**config.mk**
```make
export PLATFORM = sky130hd
export DESIGN_NAME = i2s_mic_rx
export DESIGN_NICKNAME = d
export VERILOG_FILES = /design/src/rtl/i2s_mic_rx.sv
export SDC_FILE = /design/constraint.sdc
export NUM_CORES = 1
export LEC_CHECK = 0
export ABC_CLOCK_PERIOD_IN_PS = 3400
export CORE_MARGIN = 5
export CORE_UTILIZATION = 49
export CTS_CLUSTER_SIZE = 24
export DETAILED_ROUTE_END_ITERATION = 6
export HOLD_SLACK_MARGIN = 0.08
export PLACE_DENSITY = 0.79
export SETUP_SLACK_MARGIN = 0.15
export SLEW_MARGIN = 5
export SYNTH_ARGS = -nofsm -noshare
export SYNTH_HDL_FRONTEND = slang
export SYNTH_SLANG_ARGS = --single-unit
```
**constraint.sdc**
```tcl
create_clock -name clock -period 3.4 [get_ports clock]
set_input_delay 0.34 -clock clock [delete_from_list [all_inputs] [get_ports clock]]
set_output_delay 0.34 -clock clock [all_outputs]
set_load 0.01 [all_outputs]
```
**src/rtl/i2s_mic_rx.sv**
```systemverilog
// I2S master receiver for two 18-bit MEMS mics on one SD line.
// Generates bclk/ws and emits each completed sample with a one-cycle data_rdy pulse.
module i2s_mic_rx #(
    parameter int BCLK_HALF = 16,
    parameter int DATA_BITS = 18,
    parameter int SLOT_BITS = 32
) (
    input  logic                 clock,
    input  logic                 reset,
    input  logic                 enable,
    input  logic                 sd,
    output logic                 bclk,
    output logic                 ws,
    output logic [DATA_BITS-1:0] data,
    output logic                 data_ch,
    output logic                 data_rdy
);
    localparam int FRAME = 2 * SLOT_BITS;
    localparam int DIV_W = (BCLK_HALF > 1) ? $clog2(BCLK_HALF) : 1;
    localparam int CNT_W = $clog2(FRAME);

    logic [DIV_W-1:0]     div_cnt;
    logic [CNT_W-1:0]     bit_cnt;
    logic [CNT_W-1:0]     bit_nxt;
    logic [CNT_W-1:0]     pos;
    logic [1:0]           sync;
    logic [DATA_BITS-1:0] shift;
    logic [DATA_BITS-1:0] word;
    logic                 frame_valid;
    logic                 tick;
    logic                 rise_evt;
    logic                 fall_evt;
    logic                 in_data;

    always_comb begin
        tick     = (div_cnt == DIV_W'(BCLK_HALF - 1));
        rise_evt = tick & ~bclk;
        fall_evt = tick & bclk;
        bit_nxt  = (bit_cnt == CNT_W'(FRAME - 1)) ? '0 : bit_cnt + CNT_W'(1);
        pos      = (bit_cnt >= CNT_W'(SLOT_BITS)) ? bit_cnt - CNT_W'(SLOT_BITS) : bit_cnt;
        in_data  = rise_evt && (pos >= CNT_W'(1)) && (pos <= CNT_W'(DATA_BITS));
        word     = {shift[DATA_BITS-2:0], sync[1]};
    end

    // sd is asynchronous to clock; sync[1] is the usable sample
    always_ff @(posedge clock) begin
        if (!reset) sync <= '0;
        else        sync <= {sync[0], sd};
    end

    always_ff @(posedge clock) begin
        if (!reset) begin
            bclk        <= 1'b0;
            ws          <= 1'b0;
            data        <= '0;
            data_ch     <= 1'b0;
            data_rdy    <= 1'b0;
            div_cnt     <= '0;
            bit_cnt     <= '0;
            shift       <= '0;
            frame_valid <= 1'b0;
        end else if (!enable) begin
            // data/data_ch keep the last good sample across a disable
            bclk        <= 1'b0;
            ws          <= 1'b0;
            data_rdy    <= 1'b0;
            div_cnt     <= '0;
            bit_cnt     <= '0;
            shift       <= '0;
            frame_valid <= 1'b0;
        end else begin
            data_rdy <= 1'b0;
            div_cnt  <= tick ? '0 : div_cnt + DIV_W'(1);
            if (tick) bclk <= ~bclk;
            if (fall_evt) begin
                bit_cnt <= bit_nxt;
                ws      <= (bit_nxt >= CNT_W'(SLOT_BITS));
                if (bit_cnt == CNT_W'(FRAME - 1)) frame_valid <= 1'b1;
            end
            if (in_data) shift <= word;
            // The last data bit completes the word; publish it with the slot's channel
            if (rise_evt && pos == CNT_W'(DATA_BITS) && frame_valid) begin
                data     <= word;
                data_ch  <= ws;
                data_rdy <= 1'b1;
            end
        end
    end
endmodule

```
==> results.ini, run 1 <==
[run_status]
outcome=complete, no violations

[critical_path]
r2r-start=div_cnt[0]
crit_path_end_kind=flip-flop
crit_fanout=24
critPathRequiredTime_ps=3640
startpoint_type=primary input
startpoint=reset
crit_type=primary input to flip-flop
crit_arrival_ps=2240

[placed_design]
dp.final_hpwl_mm=2.49
dp_worst_setup_slack_ps=1070
gp_congestion=0.860
numPortBuffers=25

[clocking]
cts_root_buf=clkbuf_8
postCtsSetupBuffers=0
numCtsBuffers=5
cts_resized=0
clkSlewWorstSetupHoldPaths_ps=90
clkLatencyLatePin_ps=310
ctsHtreeMaxLevel=2
ctsHoldBuffers=0
cts_buffer_depth=2
cts_tree=yes
cts_sinks=52

[pwr]
p_per_area_nw_per_um2=402
peakVddDrop_uv=317
p_leak_nw=0.790

[route]
vias=1417
ant_nets=0
drt-pass1-iter-count=4
drt-initial-drc-count=33
wl_per_cell_um=13.1
routed_wl_mm=3.61
drc_errors=0
vias_per_cell=5.13

[timing]
finalHoldViolCount=0
finalWorstSetupSlack_ps=1400
setup_tns_ps=0
tightest_slew_ps=678
slew_viol_final=0
slew_headroom=0.548
fin_crit_sh=0.588
finClkSkew_ps=6.79
setup_viol=0
rsz0062_at_grt=false
max_freq_mhz=500
finalCriticalPeriod_ps=2000
hold_slack_ps=442

[yosys]
ys_ff_latch=52
synth_ff_type=dfxtp_1
synth_area_per_cell_um2=10.6
synthArstFlopShare=0
syn_inst=199
syn_nets=208
ys_types=33
synth_edf_count=0
syn_area_um2=2110
seq_area_frac_synth=0.494
synth_warnings=0

[die]
die_h_um=75.6
die_area_um2=5710
ios=26
initial_core_util=0.515
die_width_um=75.6
core_um2=4090
fp-row-count=23

[grt]
grt_pass1_wl_mm=6.49
antenna_found_initial=0
grt-ovfl-total=0
grt_pass1_vias=1411
grt_max_degree=25
gr-usage-all-layers=0.151

[job]
drv_cap=0

[worst_hold_path]
hold_path_class=flip-flop to flip-flop
hp-start=sync[0]

[final_layout]
final_cell_mix=dfxtp_1 (52), mux2i_1 (36), nand2_1 (26)
drive_gt1_frac=0.0708
final.fill_count=351
fin_nets=234
final_common_cell=dfxtp_1
diodes=0
syn_to_final_growth_pct=16.2
fin_util=0.599

-- metrics by stage --
step           total power, mW  instance area, um^2  cells
3_3_place_gp             0.645                 2360    268
2_1_floorplan            0.639                 2110    199
6_report                 0.984                 2450    276
5_1_grt                   1.03                 2450    276
3_5_place_dp             0.645                 2360    268
4_1_cts                  0.999                 2450    276
-- cells in the mapped netlist (2+ instances only) --
master    instances  area, um^2
mux2i_1          36         360
buf_6             4        45.0
and2_1            5        31.3
nand4_1           2        12.5
ha_1              5        62.6
a21oi_1           7        35.0
clkbuf_1          3        11.3
nand2_1          26        97.6
xor2_1            3        26.3
dfxtp_1          52        1040
o21ai_0           4        20.0
nand3_1           3        15.0
inv_1             3        11.3
nor2b_1          19         119
nor2_1            9        33.8
-- area by class of cell --
| class | count | area (um^2) | share of cell area |
|---|---|---|---|
| well taps | 50 | 62.6 | 0.0256 |
| inverters | 3 | 11.3 | 0.00460 |
| clock inverters | 3 | 22.5 | 0.00920 |
| clock buffers | 5 | 68.8 | 0.0281 |
| multi-input cells | 135 | 968 | 0.396 |
| flip-flops and latches | 52 | 1040 | 0.425 |
| repair buffers | 28 | 273 | 0.111 |
-- worst max-delay path, cell delays in order --
cell	delay [ps]
clkdlybuf4s50_1	900
and2_1	670
nand2_1	160
mux2i_1	170
-- report_power, final --
part | switching (mW) | total (mW) | internal, mW
Combinational | 0.0103 | 0.0184 | 0.00803
Sequential | 0.00150 | 0.612 | 0.611
Clock | 0.206 | 0.353 | 0.148
Total | 0.217 | 0.984 | 0.766
-- path summary, 6_finish.rpt --
| check | slack, ps | cells after the start | end |
|---|---|---|---|
| setup / recovery | 1400 | 4 | shift[12] |
| hold / removal | 440 | 1 | sync[1] |
| setup reg to reg | 1610 | 6 | data[9] |
| hold reg to reg | 440 | 1 | sync[1] |
-- registers in the layout (all words and copies together), names as in the netlist --
name,count
data,18
shift,17
bit_cnt,6
div_cnt,4
sync,2
bclk,1
data_ch,1
data_rdy,1
frame_valid,1
ws,1
-- layer usage --
layer,GRT usage,vias to the layer above,share of wire
met5,0,-,0
met4,0.0757,0,0.024
met3,0.0435,10,0.037
met2,0.228,29,0.45
met1,0.196,652,0.49
li1,-,726,-
-- cells by family after synthesis --
group | count (synthesis) | synth area share
and+or+nand+nor | 76 | 0.205
DFF | 52 | 0.494
muxes | 36 | 0.171
AOI/OAI and AO/OA | 14 | 0.0374
buffers and inverters | 12 | 0.0458
adders and majority gates | 5 | 0.0297
xor gates and xnor gates | 4 | 0.0166
(Power assumes the default switching activity.)
==> run 2: changes to the inputs <==
--- a/config.mk
+++ b/config.mk
@@ -5,7 +5,7 @@
 export SDC_FILE = /design/constraint.sdc
 export NUM_CORES = 1
 export LEC_CHECK = 0
-export ABC_CLOCK_PERIOD_IN_PS = 3400
+export ABC_CLOCK_PERIOD_IN_PS = 2090
 export CORE_MARGIN = 5
 export CORE_UTILIZATION = 49
 export CTS_CLUSTER_SIZE = 24
==> constraint.sdc (replaced) <==
create_clock -name clock -period 2.09 [get_ports clock]
set_input_delay 0.209 -clock clock [delete_from_list [all_inputs] [get_ports clock]]
set_output_delay 0.209 -clock clock [all_outputs]
set_load 0.01 [all_outputs]
==> run 2 against run 1 <==
Compared with the run above: register-to-register slack worse by 1300 ps; combinational power is 79% higher; total power is 72% higher; via count is 0.71% higher; hold slack better by 9.4 ps; worst setup slack worse by 1100 ps; cell area is 2.1% higher; clock power is 88% higher; critical path type is now flip-flop to flip-flop.
==> results.ini, run 2 (same netlist as run 1, synthesis figures left out) <==
[clocking]
cts_resized=0  ; unchanged
numCtsBuffers=5  ; unchanged
clkSlewWorstSetupHoldPaths_ps=90  ; about the same
cts_sinks=52  ; unchanged
postCtsSetupBuffers=0  ; unchanged
clkLatencyLatePin_ps=290  ; -20 ps
ctsHtreeMaxLevel=2  ; unchanged
cts_root_buf=clkbuf_8
ctsHoldBuffers=0  ; unchanged
cts_buffer_depth=2  ; unchanged
cts_tree=yes

[critical_path]
rr_worst_depth=6  ; unchanged
r2r_slack_ps=260  ; -1350 ps
crit_arrival_ps=2020  ; -220 ps
crit_chain=ha_1, nand3_4, nor4_4, buf_12, mux2i_1, nor2b_1
crit_fanout=18  ; -25%
critPathMaxStageDelay_ps=390  ; -510 ps
critPathBufInv=1  ; unchanged
startpoint_type=flip-flop
crit_type=flip-flop to flip-flop
crit_family=simple AND/OR/NAND/NOR gates
r2r-start=div_cnt[0]
crit_path_end_kind=flip-flop
critPathSlowestCell=dfxtp_1
r2r-end=data[4]
critPathRequiredTime_ps=2280  ; -1360 ps

[route]
wl_per_cell_um=12.9  ; -1.6%
drc_errors=0  ; unchanged
vias_per_cell=5.11  ; -0.38%
routed_wl_mm=3.59  ; -0.50%
drt-pass1-iter-count=6  ; +2
vias=1427  ; +0.71%
ant_nets=0  ; unchanged
drt-initial-drc-count=50  ; +52%

[pwr]
clkPwrFrac=0.391  ; +0.032
p_leak_nw=0.815  ; +3.1%
p_seq_frac=0.589  ; -0.033
swShare=0.193  ; -0.0278
p_int_mw=1.36  ; +78%
p_per_area_nw_per_um2=677  ; +68%
p_sw_mw=0.327  ; +50%
peakVddDrop_uv=495  ; +56%
p_comb_frac=0.020  ; about the same

[worst_hold_path]
hold_path_end=sync[1]
hp-start=sync[0]
hold_path_class=flip-flop to flip-flop
hold_path_depth=1  ; unchanged

[die]
core_um2=4090  ; unchanged
die_width_um=75.6  ; unchanged
ios=26  ; unchanged
initial_core_util=0.515  ; unchanged
die_area_um2=5710  ; unchanged
fp-row-count=23  ; unchanged
die_h_um=75.6  ; unchanged

[timing]
finalHoldViolCount=0  ; unchanged
slew_viol_final=0  ; unchanged
finClkSkew_ps=6.38  ; -0.411 ps
setup_viol=0  ; unchanged
max_freq_mhz=547
rsz0062_at_grt=false
tightest_slew_ps=363  ; -316 ps
finalCriticalPeriod_ps=1830
fin_crit_sh=0.875
slew_headroom=0.758  ; +0.210
setup_tns_ps=0  ; unchanged
finalWorstSetupSlack_ps=261  ; -1140 ps

[grt]
grt_pass1_vias=1380  ; -2.2%
grt-ovfl-total=0  ; unchanged
grt_max_degree=21  ; -16%
grt_pass1_wl_mm=6.29  ; -3.0%
gr-usage-all-layers=0.144  ; -0.00638
antenna_found_initial=0  ; unchanged

[final_layout]
largest_reg_flops=18  ; unchanged
final_common_cell=dfxtp_1
syn_to_final_growth_pct=18.7
largest_register=data
top_regs=data: 18 flops, shift: 17 flops, bit_cnt: 6 flops
fin_nets=237  ; +1.3%
drive_gt1_frac=0.0786  ; +0.00781
final_cell_mix=dfxtp_1 (52), mux2i_1 (36), nand2_1 (26)
diodes=0  ; unchanged

[job]
drv_cap=0  ; unchanged

[run_status]
outcome=complete, no violations

[placed_design]
dp.final_hpwl_mm=2.56  ; +2.8%
gp_congestion=0.760  ; -12%
dp_worst_setup_slack_ps=255  ; -816 ps
numPortBuffers=25  ; unchanged

==> run 2: changes by cell type in the layout (fill, tap and decap cells not counted), sizes merged <==
cell | before | now
bufinv | 0 | 1
clkinv | 2 | 1
buf | 3 | 6
clkbuf | 5 | 6
inv | 4 | 3
==> run 2: worst max path at each step <==
stage | start | to | slack, ps | depth (start not counted)
floorplan | div_cnt[0] | data[0] | 490 | 6
global placement | div_cnt[0] | data[14] | 370 | 6
detailed placement | div_cnt[0] | data[4] | 260 | 6
CTS | div_cnt[0] | data[4] | 230 | 6
global route | div_cnt[0] | data[4] | 150 | 6
finish | div_cnt[0] | data[4] | 260 | 6
==> run 2: metrics by stage <==
step,total power [mW],cells,hold WS [ps],utilization,cell area [um^2]
2_1_floorplan,1.04,199,336,-,2110
3_3_place_gp,1.05,271,420,0.585,2390
3_5_place_dp,1.05,271,426,0.585,2390
4_1_cts,1.71,279,449,0.611,2500
5_1_grt,1.75,279,486,0.611,2500
6_report,1.69,279,452,0.611,2500
==> run 2: final cells by class <==
type / count / area (um^2)
fillers: 360 / 1590
flip-flops and latches: 52 / 1040
multi-input cells: 135 / 968
repair buffers: 31 / 308
clock buffers: 6 / 72.6
well taps: 50 / 62.6
clock inverters: 2 / 35.0
inverters: 3 / 11.3
==> run 2: per-layer routing <==
| metal | global-route usage | share of wire |
|---|---|---|
| met1 | 0.183 | 0.47 |
| met2 | 0.232 | 0.48 |
| met3 | 0.0528 | 0.042 |
| met4 | 0.0408 | 0.0067 |
| met5 | 0 | 0 |
==> run 2: power by group through the flow <==
stage / registers [mW] / logic (mW) / clock network [mW]
detailed placement: 1.02 / 0.0334 / 0
finish: 0.996 / 0.0330 / 0.662
CTS: 0.996 / 0.0338 / 0.676
global route: 0.997 / 0.0371 / 0.720
global placement: 1.02 / 0.0333 / 0
floorplan: 1.02 / 0.0214 / 0
